File: config.mk
export PLATFORM = sky130hd
export DESIGN_NAME = fb_rect_fill
export DESIGN_NICKNAME = d
export VERILOG_FILES = /design/src/rtl/screen_pkg.sv /design/src/rtl/fb_addr_gen.sv /design/src/rtl/fb_rect_fill.sv
export SDC_FILE = /design/constraint.sdc
export NUM_CORES = 1
export LEC_CHECK = 0
export CAP_MARGIN = 20
export CORE_MARGIN = 1.5
export CORE_UTILIZATION = 58
export CTS_CLUSTER_SIZE = 10
export DETAILED_ROUTE_END_ITERATION = 7
export DONT_BUFFER_PORTS = 1
export MAX_ROUTING_LAYER = met4
export PLACE_DENSITY_LB_ADDON = 0.2
export SLEW_MARGIN = 10
export SYNTH_ARGS = -nofsm -noshare
export SYNTH_HDL_FRONTEND = slang
export SYNTH_SLANG_ARGS = --single-unit
File: constraint.sdc
create_clock -name pixel_clock -period 2.85 [get_ports pixel_clock]
set_input_delay 0.285 -clock pixel_clock [delete_from_list [all_inputs] [get_ports pixel_clock]]
set_output_delay 0.285 -clock pixel_clock [all_outputs]
set_load 0.005 [all_outputs]
File: src/rtl/screen_pkg.sv
// Shared framebuffer geometry, pixel/address types and fill-engine state.
// Also used by the LCD scan-out stage.
package screen_pkg;

    localparam int H_RES  = 640;
    localparam int V_RES  = 480;
    localparam int ADDR_W = 19;
    localparam int PIX_W  = 4;

    typedef logic [PIX_W-1:0]  pix_t;
    typedef logic [ADDR_W-1:0] addr_t;
    typedef logic [9:0]        coord_t;

    typedef struct packed {
        coord_t x;
        coord_t y;
        coord_t w;
        coord_t h;
        pix_t   color;
    } rect_cmd_t;

    typedef enum logic [1:0] {
        IDLE,
        FILL,
        DONE
    } fill_state_t;

    localparam addr_t  H_STEP = addr_t'(H_RES);
    localparam coord_t H_LIM  = coord_t'(H_RES);
    localparam coord_t V_LIM  = coord_t'(V_RES);

    // y*640 + x built from shifts and adds, no multiplier
    function automatic addr_t row_base(input coord_t y, input coord_t x);
        addr_t ya;
        ya = addr_t'(y);
        return (ya << 9) + (ya << 7) + addr_t'(x);
    endfunction

    // Length of a span starting at s clipped to [0, lim-1]
    function automatic coord_t clip_len(input coord_t s, input coord_t len,
                                        input coord_t lim);
        coord_t room;
        if (s >= lim)
            return '0;
        room = lim - s;
        return (len < room) ? len : room;
    endfunction

endpackage

File: src/rtl/fb_addr_gen.sv
// Raster-order address generator: row/col counters plus running row base.
// o_addr is the registered address of the current write; o_last marks the final pixel.
module fb_addr_gen
    import screen_pkg::*;
(
    input  logic   clk,
    input  logic   rst,
    input  logic   i_load,
    input  addr_t  i_base,
    input  coord_t i_w,
    input  coord_t i_h,
    input  logic   i_step,
    output addr_t  o_addr,
    output logic   o_last
);

    coord_t r_col;
    coord_t r_row;
    coord_t r_w;
    coord_t r_h;
    addr_t  r_row_base;
    addr_t  r_addr;

    logic w_eol;

    assign w_eol  = (r_col == r_w - 10'd1);
    assign o_last = w_eol && (r_row == r_h - 10'd1);
    assign o_addr = r_addr;

    // Load a new rectangle origin, or advance one pixel in raster order
    always_ff @(posedge clk) begin
        if (rst) begin
            r_col      <= '0;
            r_row      <= '0;
            r_w        <= '0;
            r_h        <= '0;
            r_row_base <= '0;
            r_addr     <= '0;
        end else if (i_load) begin
            r_col      <= '0;
            r_row      <= '0;
            r_w        <= i_w;
            r_h        <= i_h;
            r_row_base <= i_base;
            r_addr     <= i_base;
        end else if (i_step) begin
            if (w_eol) begin
                r_col      <= '0;
                r_row      <= r_row + 10'd1;
                r_row_base <= r_row_base + H_STEP;
                r_addr     <= r_row_base + H_STEP;
            end else begin
                r_col  <= r_col + 10'd1;
                r_addr <= r_addr + addr_t'(1);
            end
        end
    end

endmodule

File: src/rtl/fb_rect_fill.sv
// Rectangle-fill engine: one palette write per clock in raster order, then done.
// Optional clipping to the visible screen when FB_RECT_CLIP_EN is defined.
module fb_rect_fill
    import screen_pkg::*;
(
    input  logic              pixel_clock,
    input  logic              pixel_reset,
    input  logic              cmd_valid,
    output logic              cmd_ready,
    input  logic [9:0]        cmd_x,
    input  logic [9:0]        cmd_y,
    input  logic [9:0]        cmd_w,
    input  logic [9:0]        cmd_h,
    input  logic [PIX_W-1:0]  cmd_color,
    output logic              wr_en,
    output logic [ADDR_W-1:0] wr_addr,
    output logic [PIX_W-1:0]  wr_data,
    output logic              busy,
    output logic              done
);

    fill_state_t r_state;
    logic        r_ready;
    logic        r_busy;
    logic        r_done;
    logic        r_wr_en;
    pix_t        r_color;

    logic   w_go;
    addr_t  w_base;
    coord_t w_w;
    coord_t w_h;
    pix_t   w_color;
    logic   w_last;
    logic   w_empty;

`ifdef FB_RECT_CLIP_EN
    rect_cmd_t r_cmd;
    logic      r_pend;
    logic      w_acc;

    assign w_acc   = (r_state == IDLE) && r_ready && cmd_valid;
    assign w_go    = r_pend;
    assign w_base  = row_base(r_cmd.y, r_cmd.x);
    assign w_w     = clip_len(r_cmd.x, r_cmd.w, H_LIM);
    assign w_h     = clip_len(r_cmd.y, r_cmd.h, V_LIM);
    assign w_color = r_cmd.color;

    // Latch the raw command; clipping is resolved one cycle later
    always_ff @(posedge pixel_clock) begin
        if (pixel_reset) begin
            r_pend <= 1'b0;
            r_cmd  <= '0;
        end else begin
            r_pend <= w_acc;
            if (w_acc)
                r_cmd <= '{x: cmd_x, y: cmd_y, w: cmd_w,
                           h: cmd_h, color: cmd_color};
        end
    end
`else
    assign w_go    = (r_state == IDLE) && r_ready && cmd_valid;
    assign w_base  = row_base(cmd_y, cmd_x);
    assign w_w     = cmd_w;
    assign w_h     = cmd_h;
    assign w_color = cmd_color;
`endif

    assign w_empty = (w_w == '0) || (w_h == '0);

    fb_addr_gen u_addr (
        .clk    (pixel_clock),
        .rst    (pixel_reset),
        .i_load (w_go),
        .i_base (w_base),
        .i_w    (w_w),
        .i_h    (w_h),
        .i_step (r_state == FILL),
        .o_addr (wr_addr),
        .o_last (w_last)
    );

    assign cmd_ready = r_ready;
    assign busy      = r_busy;
    assign done      = r_done;
    assign wr_en     = r_wr_en;
    assign wr_data   = r_color;

    // Control FSM with registered handshake, strobe and status outputs
    always_ff @(posedge pixel_clock) begin
        if (pixel_reset) begin
            r_state <= IDLE;
            r_ready <= 1'b1;
            r_busy  <= 1'b0;
            r_done  <= 1'b0;
            r_wr_en <= 1'b0;
            r_color <= '0;
        end else begin
            unique case (r_state)
                IDLE: begin
`ifdef FB_RECT_CLIP_EN
                    if (w_acc)
                        r_ready <= 1'b0;
`endif
                    if (w_go) begin
                        r_ready <= 1'b0;
                        r_color <= w_color;
                        if (w_empty) begin
                            r_state <= DONE;
                            r_done  <= 1'b1;
                        end else begin
                            r_state <= FILL;
                            r_busy  <= 1'b1;
                            r_wr_en <= 1'b1;
                        end
                    end
                end
                FILL: begin
                    if (w_last) begin
                        r_state <= DONE;
                        r_wr_en <= 1'b0;
                        r_busy  <= 1'b0;
                        r_done  <= 1'b1;
                    end
                end
                DONE: begin
                    r_done  <= 1'b0;
                    r_ready <= 1'b1;
                    r_state <= IDLE;
                end
                default: r_state <= IDLE;
            endcase
        end
    end

endmodule

* Word level (Yosys, flattened, before mapping)
Index checks and enable logic that the tools add are counted.
** Operators by class
- Add/sub/neg operators :: 8
- Eq/ne operators :: 8
- Mux-type cells :: 21
- Reductions and logical operators :: 20
** Operators by type and width (count)
- 19-bit 2-to-1 mux :: 6
- 10-bit by 1-bit adder with 10-bit output (second input constant) :: 2
- 10-bit equality test :: 2
- 10-bit zero test :: 2
- 10-bit by 1-bit subtractor with 10-bit output (second input constant) :: 2
- 19-bit by 1-bit adder with 19-bit output (second input constant) :: 1
- 19-bit by 10-bit adder with 19-bit output :: 1
- 19-bit by 10-bit adder with 19-bit output (second input constant) :: 1
- 19-bit by 17-bit adder with 19-bit output :: 1
- 10-bit 2-to-1 mux :: 1
- 2-bit AND reduction :: 5
- 4-bit AND reduction :: 2
- 2-bit nonzero test :: 4
- 1-bit 2-to-1 mux :: 7
- 2-bit 2-to-1 mux :: 3
- 2-bit != test (second input constant) :: 3
- 1-bit case mux with 2 select lines :: 2
- 2-bit case mux with 2 select lines :: 1
- 1-bit logical AND :: 3
- 1-bit case mux with 3 select lines :: 1
- 3-bit nonzero test :: 1
- 2-bit by 1-bit equality test with 1-bit output (second input constant) :: 1
- 2-bit equality test (second input constant) :: 1
- 2-bit zero test :: 1
- 3 further kinds :: 3
** Storage, ports and cells
- Flip-flop bits (word level) :: 87
- Output and inout port bits :: 27
- Word-level logic and storage cells :: 68

* Longest topological paths before layout
Gate-level depths: netlist of the first run.
- Word-level depth :: 5
- Depth in mapped cells :: 13
- Mapped depth without buffers :: 11

* By module
From an unflattened synthesis of the first run, not the netlist that was laid out.
** Unflattened totals
- Cells, all modules :: 669
- Area total of the unflattened synthesis :: 5507.8 sq um
** Modules (own cells, without submodules)
- fb_addr_gen :: times used 1, cells an instance 554, area an instance 4511.8 sq um, seq. area each 1561.5 sq um
- fb_rect_fill :: times used 1, cells an instance 115, area an instance 996.0 sq um, seq. area each 180.2 sq um

* Least setup slack after synthesis of the first run
Ideal clock, no wire load.
- Kind :: reg-to-reg
- From :: register u_addr.r_w[0]
- To :: register u_addr.r_row_base[10]
- Library setup time :: 91 ps
- Arrival time :: 2925 ps
- Data required time :: 2759 ps
- Setup slack :: -166 ps
- Cell stages (with the launch flop) :: 12
- Clock period less this slack :: 3016 ps
- Cells stage by stage :: dfxtp_1 > clkbuf_1 > inv_1 > ha_1 > nor2b_1 > or3_1 > a31oi_1 > nand4_1 > or2_1 > buf_6 > or4_1 > a311oi_1
** Between the ends
- Longest elaborated chain between the ends :: 4
** RTL lines
- start: declaration :: RTL line fb_addr_gen.sv:19 : coord_t r_w;
- start signal: assignment :: RTL line fb_addr_gen.sv:42 : r_w <= i_w;
- 10-bit by 1-bit subtractor with 10-bit output :: RTL line fb_addr_gen.sv:26 : assign w_eol = (r_col == r_w - 10'd1);
- 10-bit equality test :: RTL line fb_addr_gen.sv:26
- 2-bit nonzero test (no source line)
- 2-bit AND reduction (no source line)
- end signal: assignment :: RTL line fb_addr_gen.sv:44 : r_row_base <= i_base;
- end signal: assignment :: RTL line fb_addr_gen.sv:50 : r_row_base <= r_row_base + H_STEP;
- end: declaration :: RTL line fb_addr_gen.sv:21 : addr_t r_row_base;
No other way between the ends.
A chain may end at the register's enable or synchronous reset.

* Worst setup path in the final report of the first run
- From :: register u_addr.r_w[3]
- To :: register u_addr.r_row_base[10]
Same word-level chain as after synthesis.

==> results of run 1 <==
==> worst paths after layout <==
path | startpoint | to | slack (ns) | depth (start not counted)
worst max-delay path | u_addr.r_w[3] | u_addr.r_row_base[10] | 0.06 | 7
worst min-delay path | pixel_reset | u_addr.o_addr[3] | 0.02 | 1
worst max register to register | u_addr.r_w[3] | u_addr.r_row_base[10] | 0.06 | 7
worst min register to register | u_addr.r_row_base[4] | u_addr.r_row_base[4] | 0.47 | 2
==> area by class of cell <==
class                      instances  area, um^2  share of cell area [%]
timing repair buffer              28       227.7                   3.916
inverter                          19       71.32                   1.227
sequential                        87        1745                   30.02
clock buffer                      10       137.6                   2.367
tap                              111       138.9                   2.389
multi-input combinational        538        3470                   59.67
clock inverter                     4       23.77                  0.4089
==> layout by cell type (no fill, tap or decap), types with 4 or more instances in the layout <==
cell type,synthesis,layout
nor3b_1,4,4
a21oi_1,58,58
o21a_1,4,4
xnor2_1,49,49
nand2_1,98,98
nor4_1,19,18
a2111oi_0,4,4
a21o_1,4,4
o21ai_0,28,28
a21boi_0,5,5
clkbuf_8,0,10
a211oi_1,7,7
ha_1,25,24
nand3_1,18,18
or3_1,11,9
o211ai_1,4,4
and4_1,4,4
mux2i_1,9,9
inv_1,18,18
and3_1,11,11
nor2_1,48,48
dfxtp_1,87,84
nor3_1,16,15
o31ai_1,5,5
a31oi_1,11,11
buf_4,1,25
or4_1,7,7
nand2b_1,6,6
nand4_1,12,12
xor2_1,23,23
==> cell families after synthesis <==
family,after synthesis
xor gates and xnor gates,72
adders and majority gates,27
AOI/OAI and AO/OA,157
DFF,87
and+or+nand+nor,272
buffers and inverters,59
muxes,10
==> power by group through the flow <==
stage | registers (mW) | logic (mW) | clock network, mW
global route | 1.53 | 1.03 | 0.839
detailed placement | 1.53 | 0.899 | 0
global placement | 1.53 | 0.878 | 0
floorplan | 1.49 | 0.722 | 0
finish | 1.51 | 0.928 | 0.772
CTS | 1.51 | 0.922 | 0.781
==> stage by stage <==
stage	cells	TNS, ns	instance area (um^2)	hold WS, ns
2_1_floorplan	684	0	5455	0.4134
3_3_place_gp	780	0	5599	0.3664
3_5_place_dp	780	-0.02479	5599	0.3654
4_1_cts	797	0	5807	0.007526
5_1_grt	797	-0.1573	5814	0.00008624
6_report	797	0	5814	0.02414
==> synth_stat cells (all sizes together) (4+ instances only) <==
library cell / n / share of area [%]
a21oi: 58 / 5.3
nor3b: 4 / 0.55
clkbuf: 33 / 2.3
a21o: 4 / 0.55
o31ai: 5 / 0.69
dfxtp: 87 / 32
inv: 18 / 1.2
o211ai: 4 / 0.55
and3: 11 / 1.3
nand2b: 6 / 0.69
nand3: 18 / 1.7
nand2: 98 / 6.8
a21boi: 5 / 0.69
ha: 25 / 5.8
buf: 7 / 1.0
nor2: 49 / 3.4
nand4: 12 / 1.4
a211oi: 7 / 0.97
or4: 8 / 1.2
nor3: 17 / 1.8
nor4: 19 / 2.2
or3: 11 / 1.3
xnor2: 49 / 7.9
o21a: 4 / 0.55
and4: 4 / 0.65
o21ai: 28 / 2.6
a2111oi: 5 / 0.92
mux2i: 9 / 1.7
xor2: 23 / 3.7
a31oi: 11 / 1.3
==> metal layers <==
metal  vias up  share of wire, %
li1       2449                 -
met1      2392                43
met2       154                48
met3        29               6.5
met4         0               2.4
met5         -                 0
==> sequential cells by signal, summed over array words and instances, names as in the netlist <==
signal	count
u_addr.r_col	10
u_addr.r_h	10
wr_data	4
wr_en	1
cmd_ready	1
r_state	2
u_addr.r_row	10
u_addr.o_addr	19
done	1
u_addr.r_row_base	19
u_addr.r_w	10
==> worst max-delay path, delay by kind of cell, from the launching register on <==
family | cells | cell delay (ns)
AO/OA/AOI/OAI | 2 | 0.53
flip-flops | 1 | 0.33
AND/OR/NAND/NOR | 5 | 1.85
==> timing repair <==
| item | 4_1_cts | 5_1_grt |
|---|---|---|
| resized for setup | 1 | 3 |
| setup endpoints to repair | 2 | 10 |
| hold buffers | 3 | 0 |
| hold endpoints to repair | 30 | 0 |
| pin swaps | 2 | 5 |
==> results.yml, run 1 <==
layout:
  final_core_util_pct: 63.53
  drive_gt1_share_pct: 8.892
  nFillCells: 820
  fin_nets: 757
  diodes: 0
  areaGrowthSynthToFinish_pct: 7.098
global_routing:
  grt_max_degree: 31
  grt_pass1_wl_um: 22670
  gr-total-overflow: 0
  antenna_found_initial: 0
  use_met2_pct: 48.93
  met1_usage_pct: 35.01
  use_met3_pct: 5.762
  first_global_vias: 4732
  busiest_layer: "met2"
  grt_usage_pct: 29.14
floorplanning:
  die_y_um: 99.75
  die-area_mm2: 0.009950
  fp.dieW_um: 99.75
  start_util_pct: 59.32
  core_area_mm2: 0.009153
  row_count: 35
  io_pins: 74
cts:
  clk_latency_ns: 0.35
  root_buffer: "clkbuf_8"
  htreeDepth: 3
  cts_sinks: 87
  cts_tree: "yes"
  cts_buffers: 9
  clk_pin_slew_ns: 0.09
  postCtsSetupBuffers: 0
  clock_path_buffers: 2
power:
  seq_power_share_pct: 47.1
  total_power_mw: 3.213
  combPwrFrac_pct: 28.9
  internal_power_mw: 2.064
  p_switching_mw: 1.149
  p_clk_share_pct: 24.0
  ir_worst_vdd_mv: 0.2870
  p_sw_share_pct: 35.75
  power_density_mw_per_mm2: 552.6
  p_leak_nw: 2.182
synth:
  ys_ff_latch: 87
  synth_simple_gate_area_share_pct: 24.94
  avgSynthCellArea_um2: 7.937
  synth_edf_count: 0
  async_reset_ff_share_pct: 0
  ys_warn_count: 0
  ys_seq_area_share_pct: 32.08
  netlist_instances: 684
  synth-compound-area-share_pct: 18.39
  synth_xor_area_share_pct: 11.62
  synthesis.area_mm2: 0.005429
  synth_mux_area_share_pct: 1.867
  synthFlopType: "dfxtp_1"
  synth_top_family_by_area: "simple AND/OR/NAND/NOR gates"
  yosysUniqueCellTypes: 62
  synth.net_count: 758
  yosys.area_share.adder_pct: 6.499
routing:
  vias: 5024
  ant_nets: 0
  totalWireLength_um: 13920
  drc: 0
  routedWlPerCell_um: 17.47
  detail_route.vias_per_cell: 6.304
  drtPass1Iterations: 5
  drt_iter0_markers: 305
timing:
  setup_viol: 0
  hold_violations: 0
  fin_crit_sh_pct: 97.96
  slew_headroom_pct: 64.14
  layout_setup_ws_ns: 0.05827
  tightest_slew_ns: 0.5379
  fin_crit_ns: 2.792
  fmax_ghz: 0.3582
  skew_ns: 0.01497
  slew_violations: 0
  grt_setup_unrepaired: "yes"
critical_path:
  crit_fanout: 7
  critPathSlowestCell: "or4_4"
  worstPathRequired_ns: 3.11
  path_cells: "or4_4, or3_1, and3_1, o31a_1, or2_4, or4_1, a311oi_1"
  crit_arrival_ns: 3.06
  cp-start-kind: "register"
  path_class: "reg2reg"
  endpoint_kind: "register"
  critPathMaxStageDelay_ns: 0.56
hold_path:
  hold_path.class: "in2reg"
place:
  place_ws_ns: -0.02479
  portBuffers: 0
  place_congestion: 0.9265
  hpwlAfterDp_um: 9925
run_status:
  status: "finished, final reports clean"
flow_run:
  drv_cap: 0
Power figures use the tool's default switching activity.
==> run 2, diff against run 1 <==
--- a/config.mk
+++ b/config.mk
@@ -5,6 +5,7 @@
 export SDC_FILE = /design/constraint.sdc
 export NUM_CORES = 1
 export LEC_CHECK = 0
+export ABC_AREA = 1
 export CAP_MARGIN = 20
 export CORE_MARGIN = 1.5
 export CORE_UTILIZATION = 58
==> run 2 against run 1 <==
Net effect: sequential power is 26% higher; clock skew is 0.0048 ns lower; cell area is 3.0% higher; synthesized area is 4.2% higher; clock-buffer cell count stayed put; non-clock buffer count is 22 lower; sequential share of layout area is 0.93 points lower; critical path depth is 10 higher; register-to-register slack better by 0.32 ns; combinational power is 130% higher; final cell count is 23% higher; global-route usage is 1.8 points lower; critical path type unchanged; critical endpoint is now u_addr.r_row_base[11].
==> results.yml, run 2 <==
run_status:
  status: "finished, final reports clean"
power:
  power_density_mw_per_mm2: 860.4
  p_clk_share_pct: 20.5
  p_sw_share_pct: 43.62
  internal_power_mw: 2.904
  seq_power_share_pct: 37.1
  combPwrFrac_pct: 42.4
  ir_worst_vdd_mv: 0.5060
  total_power_mw: 5.151
  p_switching_mw: 2.247
  p_leak_nw: 2.672
timing:
  slew_violations: 0
  tns_ns: 0
  hold_violations: 0
  skew_ns: 0.01020
  fin_crit_ns: 2.472
  setup_viol: 0
  grt_setup_unrepaired: "no"
  tightest_slew_ns: 0.6514
  slew_headroom_pct: 56.57
  fmax_ghz: 0.4045
  fin_crit_sh_pct: 86.75
cts:
  clock_path_buffers: 2
  cts_tree: "yes"
  clk_pin_slew_ns: 0.09
  htreeDepth: 3
  cts_sinks: 87
  postCtsSetupBuffers: 0
  root_buffer: "clkbuf_8"
  clk_latency_ns: 0.37
  cts_buffers: 9
synth:
  synthFlopType: "dfxtp_1"
  async_reset_ff_share_pct: 0
  avgSynthCellArea_um2: 6.642
  yosysUniqueCellTypes: 45
  ys_warn_count: 0
  yosys.area.top_type: "dfxtp_1"
  ys_ff_latch: 87
  synthesis.area_mm2: 0.005659
  yosysMostFrequentCell: "nand2_1"
  synth_edf_count: 0
  synthTopCellsByCount: "nand2_1 (187), nor2_1 (96), inv_1 (90)"
  ys_seq_area_share_pct: 30.78
  synth.net_count: 926
  netlist_instances: 852
  synth.top_cell.area_share_pct: 30.78
  yosys-top-cells-area: "dfxtp_1 (31%), nand2_1 (12%), a21oi_1 (6.5%)"
layout:
  nFillCells: 892
  diodes: 0
  areaGrowthSynthToFinish_pct: 5.793
  fin_nets: 917
  final_common_cell: "nand2_1"
  drive_gt1_share_pct: 6.132
  final_cell_mix: "nand2_1 (187), nor2_1 (96), inv_1 (90)"
place:
  place_congestion: 0.8936
  portBuffers: 0
  hpwlAfterDp_um: 9896
flow_run:
  drv_cap: 0
critical_path:
  crit_fanout: 14
  startpoint: "u_addr.r_w[0]"
  critPathSlowestCell: "ha_1"
  path_cells: "inv_1, ha_1, inv_2, nand2_1, nand2_1, nand2_1, nand2_1, nor2_1, nand2_1, nor2_4, nand3_4, nor2_8, nand2_4, nand2_2, inv_2, o21ai_0, a21oi_1"
  crit_top_cell: "nand2_1"
  critPathMaxStageDelay_ns: 0.33
  crit_arrival_ns: 2.73
  worstPathRequired_ns: 3.11
  endpoint_kind: "register"
  worstReg2RegStart: "u_addr.r_w[0]"
  cp-start-kind: "register"
  path_class: "reg2reg"
  ff2ff_path_depth: 17
floorplanning:
  core_area_mm2: 0.009371
  die-area_mm2: 0.01036
  row_count: 35
  die_y_um: 101.8
  fp.dieW_um: 101.8
  start_util_pct: 60.39
  io_pins: 74
global_routing:
  grt_pass1_wl_um: 21910
  first_global_vias: 4986
  grt_usage_pct: 27.29
  antenna_found_initial: 0
  grt_max_degree: 69
  gr-total-overflow: 0
hold_path:
  hold_path.startpoint: "pixel_reset"
  min_path_cells: 2
  hold_path.class: "in2reg"
routing:
  drc: 0
  drt_iter0_markers: 233
  ant_nets: 0
  routedWlPerCell_um: 13.77
  drtPass1Iterations: 4
  detail_route.vias_per_cell: 5.561
  vias: 5433
  totalWireLength_um: 13460
==> run 2: cell types whose count changed in the layout (fill, tap and decap cells not counted), sizes merged, moves of 10 or more <==
cell and delta:
a21oi +18, and3 -10, buf -21, inv +80
nand2 +93, nand3 +40, nor2 +55, nor4 -14
o21ai +55, or3 -11, xnor2 -30
==> run 2: layout make-up <==
type | count | area (um^2) | area share [%]
multi-input combinational | 639 | 3416 | 57.05
clock buffer | 10 | 137.6 | 2.299
sequential | 87 | 1742 | 29.09
tap | 129 | 161.4 | 2.696
clock inverter | 6 | 107.6 | 1.797
timing repair buffer | 6 | 47.55 | 0.7941
inverter | 100 | 375.4 | 6.270
==> run 2: metrics by stage <==
stage | setup slack, ns | util [%] | hold slack, ns | instances | area, um^2
5_1_grt | 0.08536 | 63.89 | 0.01068 | 977 | 5987
6_report | 0.3775 | 63.89 | 0.02756 | 977 | 5987
3_5_place_dp | 0.3857 | 61.16 | 0.3611 | 960 | 5732
4_1_cts | 0.3959 | 63.89 | 0.01793 | 977 | 5987
3_3_place_gp | 0.4349 | 61.16 | 0.3586 | 960 | 5732
2_1_floorplan | 0.5711 | - | 0.3621 | 852 | 5659
==> run 2: power by group through the flow <==
stage | Clock [mW] | Combinational, mW | Sequential, mW
after floorplan | 0 | 1.80 | 1.83
after global placement | 0 | 2.09 | 1.92
after detailed placement | 0 | 2.16 | 1.93
after CTS | 1.07 | 2.18 | 1.90
after global routing | 1.11 | 2.50 | 1.96
final | 1.06 | 2.18 | 1.91
==> run 2: worst max-delay path: cells and delay by family (launching register included) <==
kind,cells,cell delay [ns]
buffers and inverters,3,0.33
adder cells (fa/ha/maj),1,0.33
AO/OA/AOI/OAI,2,0.22
AND/OR/NAND/NOR,11,1.14
flip-flops,1,0.32
==> run 2: cells by family (layout without fill, tap and decap cells) <==
family          after synthesis  in the layout  share of synthesized area (%)
xor+xnor                     48             48                          7.672
buf+inv                     126            122                          8.954
compound gates              171            171                          15.65
flops                        87             87                          30.78
simple gates                393            393                          30.71
fa+ha+maj                    27             27                          6.235
==> run 2: worst paths after layout <==
check	to	slack (ns)
setup reg to reg	u_addr.r_row_base[11]	0.38
setup / recovery	u_addr.r_row_base[11]	0.38
hold reg to reg	done	0.47
hold / removal	cmd_ready	0.03
==> run 2: metal layers <==
| layer | up-vias | track usage, % | part of all wire, % |
|---|---|---|---|
| li1 | 2759 | - | - |
| met1 | 2529 | 30.91 | 45 |
| met2 | 120 | 46.82 | 48 |
| met3 | 25 | 5.866 | 4.7 |
| met4 | 0 | 10.68 | 2.4 |
| met5 | - | - | 0 |
==> run 2: repair_timing <==
action | CTS | global route
hold buffers | 1 | 0
gates resized for setup | 0 | 0
endpoints found under the hold margin | 11 | 0
==> edit 1 (flow settings as in run 2) <==
`ADDR_W`: 19 -> 27.
--- a/src/rtl/screen_pkg.sv
+++ b/src/rtl/screen_pkg.sv
@@ -5,5 +5,5 @@
     localparam int H_RES  = 640;
     localparam int V_RES  = 480;
-    localparam int ADDR_W = 19;
+    localparam int ADDR_W = 27;
     localparam int PIX_W  = 4;
 
Ports: changed (resized wr_addr); port bits go from 74 to 82. No check against the original RTL was run, so the function may have changed too.
==> edit 1 against run 2 <==
Worst setup slack better by 0.0073 ns. Global-route usage grew 1.5 points. Sequential cell count rose by 16. Synthesized area rose by 18%. Wire length up 20%. Design area rose by 18%. Non-clock buffer count up 5. Via count is 13% higher. Power is 9.3% higher. Largest cell class unchanged. First-iteration DRC count rose by 120%. Core utilization increased by 0.40 points.
==> edit 1: results (changes against run 2) <==
| Metric | Value |
|---|---|
| Reg2Reg Capture Point | `u_addr.r_row[5]$_SDFFE_PP0P_` |
| Area growth from synthesis to layout | `6.623%` |
| Post-Syn Nets | `1039 (+12%)` |
| Via density | `5.560 (about the same)` |
| FF+latch count, synth | `103 (+18%)` |
| Cell count of the worst reg-to-reg path | `14 (-3)` |
| Top post-synthesis cells by area | `dfxtp_1 (31%), nand2_1 (12%), inv_1 (5.6%)` |
| CTS root buf | `clkbuf_16` |
| Global-route wire length before repair | `26510 um (+21%)` |
| M1 GR Usage | `0.3653 (+0.05619)` |
| Dpl ws | `0.3872 ns (+0.001495 ns)` |
| Average wire per standard cell | `14.64 um (+6.2%)` |
| ClkCell Share | `0.04535 (+0.004389)` |
| Seq/total area | `0.2908 (about the same)` |
| 1st-pass router iterations | `5 (+1)` |
| Placed Instances | `1083 (+13%)` |
| Dpl hpwl | `11590 um (+17%)` |
| Clk network pwr share | `0.236 (+0.031)` |
| Grt met2 use | `0.4601 (-0.008134)` |
| Comb_multi_in | `723 (+13%)` |
| Logic inverters | `110 (+10%)` |
| Outcome | `finished clean` |
| Initial DRC Count | `507 (+120%)` |
| Post-synth cell types | `50 (+11%)` |
| Worst path slowest cell | `nor2_4` |
| Arrival @ worst endpoint | `2.68 ns (-0.05 ns)` |
| Multi-input logic portion of the cell area | `0.5631 (-0.007449)` |
| Final wirelength | `16130 um (+20%)` |
| Largest net degree at the start of global routing | `43 (-38%)` |
| Met3 Wirelength | `1031 um (+63%)` |
| Pint | `3.295 mW (+13%)` |
| Gr usage total | `0.2882 (+0.01521)` |
| Sequential fraction of the synthesis area | `0.3101 (+0.002306)` |
| Reg clk slew, reported paths | `0.07 ns (-0.02 ns)` |
| M1 WL | `7557 um (+26%)` |
| Post-CTS Hold Fix Bufs | `3 (+2)` |
| Worst-path maximum fanout | `15 (+1)` |
| Worst vdd ir | `975.4 uV (+93%)` |
| Mean Syn Cell Area | `6.891 sq um (+3.8%)` |
| Pleak | `3.006 nW (+13%)` |
| Min Hold Slack | `0.05062 ns (+0.02306 ns)` |
| Post-synth top cells | `nand2_1 (213), dfxtp_1 (103), inv_1 (100)` |
| Clock skew | `0.008082 ns (-0.002117 ns)` |
## edit 1: worst max path at each step
stage,startpoint,to,slack [ns]
floorplan,cmd_x[9],u_addr.o_addr[16]$_SDFFE_PP0P_,0.54
global placement,cmd_x[9],u_addr.o_addr[16]$_SDFFE_PP0P_,0.42
detailed placement,cmd_x[9],u_addr.o_addr[18]$_SDFFE_PP0P_,0.39
CTS,u_addr.r_w[0]$_SDFFE_PP0P_,u_addr.r_row[5]$_SDFFE_PP0P_,0.40
global route,u_addr.r_w[0]$_SDFFE_PP0P_,u_addr.r_row_base[18]$_SDFFE_PP0P_,0.11
finish,u_addr.r_w[0]$_SDFFE_PP0P_,u_addr.r_row[5]$_SDFFE_PP0P_,0.38
## edit 1: logic make-up (layout without fill, tap and decap cells)
kind of cell               after synthesis  in the layout  synth area share
DFF                                    103            103            0.3101
and+or+nand+nor                        465            465            0.3225
AOI/OAI and AO/OA                      173            173            0.1484
adders and majority gates               27             27           0.05306
buffers and inverters                  139            136           0.08956
xor gates and xnor gates                58             58           0.07639
==> edit 2 (settings of run 2) <==
Made on the original files. Encoding of `fill_state_t`: now one-hot (3 bits for 3 states).
--- a/src/rtl/screen_pkg.sv
+++ b/src/rtl/screen_pkg.sv
@@ -20,8 +20,8 @@
     } rect_cmd_t;
 
-    typedef enum logic [1:0] {
-        IDLE,
-        FILL,
-        DONE
+    typedef enum logic [2:0] {
+        IDLE = 3'b001,
+        FILL = 3'b010,
+        DONE = 3'b100
     } fill_state_t;
 
Formal check against the unedited RTL: no difference found for any inputs over 4 cycles, from zero or initial values and one cycle with pixel_reset high; so few cycles prove little.
==> edit 2 against run 2 <==
Sequential cell count grew 1. Largest power group unchanged. Synthesized cell count is 3.3% higher. Count of clock-buffer cells in the layout is 1 lower. Design area up 2.1%. Synthesized area grew 2.9%. Power is 12% higher. Highest routed layer unchanged. Combinational power up 39%. Wire length up 5.5%. Worst setup slack about the same.
==> edit 2: results (changes against run 2) <==
| Metric | Value |
|---|---|
| Area of the multi-input gates | `0.003598 sq mm (+5.3%)` |
| Worst slew margin | `0.3458 (-0.2199)` |
| Reg2Reg Capture Point | `u_addr.r_col[2]$_SDFFE_PP0N_` |
| Arrival @ worst endpoint | `2.77 ns (+0.04 ns)` |
| Nets@finish | `948 (+3.4%)` |
| Bufs w/o clock | `8 (+2)` |
| Critical Path Max Stage Delay | `0.67 ns (+0.34 ns)` |
| Post-synth top cells | `nand2_1 (203), nor2_1 (94), dfxtp_1 (88)` |
| Mean Syn Cell Area | `6.620 sq um (-0.33%)` |
| Worst r2r src | `r_state[2]$_SDFFE_PP0P_` |
| Outcome | `finished clean` |
| Comb power frac | `0.529 (+0.105)` |
| Comb_multi_in | `673 (+5.3%)` |
| Logic inverters | `94 (-6.0%)` |
| Delay-heaviest family, CP | `buffers and inverters` |
| Clock skew | `0.01400 ns (+0.003797 ns)` |
| Cell count of the worst reg-to-reg path | `8 (-9)` |
| Worst path slowest cell | `inv_2` |
| Seq/total area | `0.2882 (-0.002680)` |
| Largest net degree at the start of global routing | `62 (-10%)` |
| ClkCell Share | `0.02764 (-0.01333)` |
| 1st-pass router iterations | `5 (+1)` |
| Vias in the first global route | `5122 (+2.7%)` |
| Non-clock buffering overhead | `0.01024 (+0.002294)` |
| # clk buffers | `9 (-1)` |
| Dpl hpwl | `10710 um (+8.2%)` |
| Placed Instances | `995 (+3.6%)` |
| Tap cells | `133 (+3.1%)` |
-- edit 2: cell types whose count changed in the layout (fill, tap and decap cells not counted), moves of 4 or more --
cell     before  now
nand4_1      15   11
nand2_1     187  203
a21oi_1      74   81
nor3_1        8   14
inv_1        90   82
-- edit 2: per-stage QoR --
step,setup slack (ns),util,hold slack (ns),cell area (sq um),power [mW]
CTS,0.3124,0.6253,0.02566,6112,5.757
detailed placement,0.3368,0.6070,0.3580,5933,4.933
global placement,0.3874,0.6070,0.3566,5933,4.839
global route,0.09292,0.6253,0.03399,6112,6.293
finish,0.3777,0.6253,0.04183,6112,5.748
floorplan,0.5413,-,0.4199,5826,4.307
-- edit 2: worst min path at each step --
stage / to / slack [ns] / cells past startpoint
2_1_floorplan: u_addr.r_h[9]$_SDFFE_PP0P_ / 0.42 / 2
3_3_place_gp: u_addr.r_row_base[15]$_SDFFE_PP0P_ / 0.36 / 1
3_5_place_dp: u_addr.r_row_base[15]$_SDFFE_PP0P_ / 0.36 / 1
4_1_cts: wr_data[1]$_SDFFE_PP0P_ / 0.03 / 2
5_1_grt: wr_data[0]$_SDFFE_PP0P_ / 0.03 / 2
6_report: wr_data[0]$_SDFFE_PP0P_ / 0.04 / 2
-- edit 2: layer usage --
layer,routed length [um],track usage
met1,6522,0.3591
met2,6872,0.4944
met3,638,0.05645
met4,170,0.08108
met5,0,-
-- edit 2: logic make-up (layout without fill, tap and decap cells) --
| logic type | Yosys count | in the layout | share of synthesized area |
|---|---|---|---|
| AO/OA/AOI/OAI | 180 | 180 | 0.1613 |
| adder cells (fa/ha/maj) | 27 | 27 | 0.06057 |
| buffers and inverters | 119 | 117 | 0.07990 |
| flip-flops | 88 | 88 | 0.3024 |
| AND/OR/NAND/NOR | 418 | 418 | 0.3224 |
| XOR/XNOR | 48 | 48 | 0.07345 |
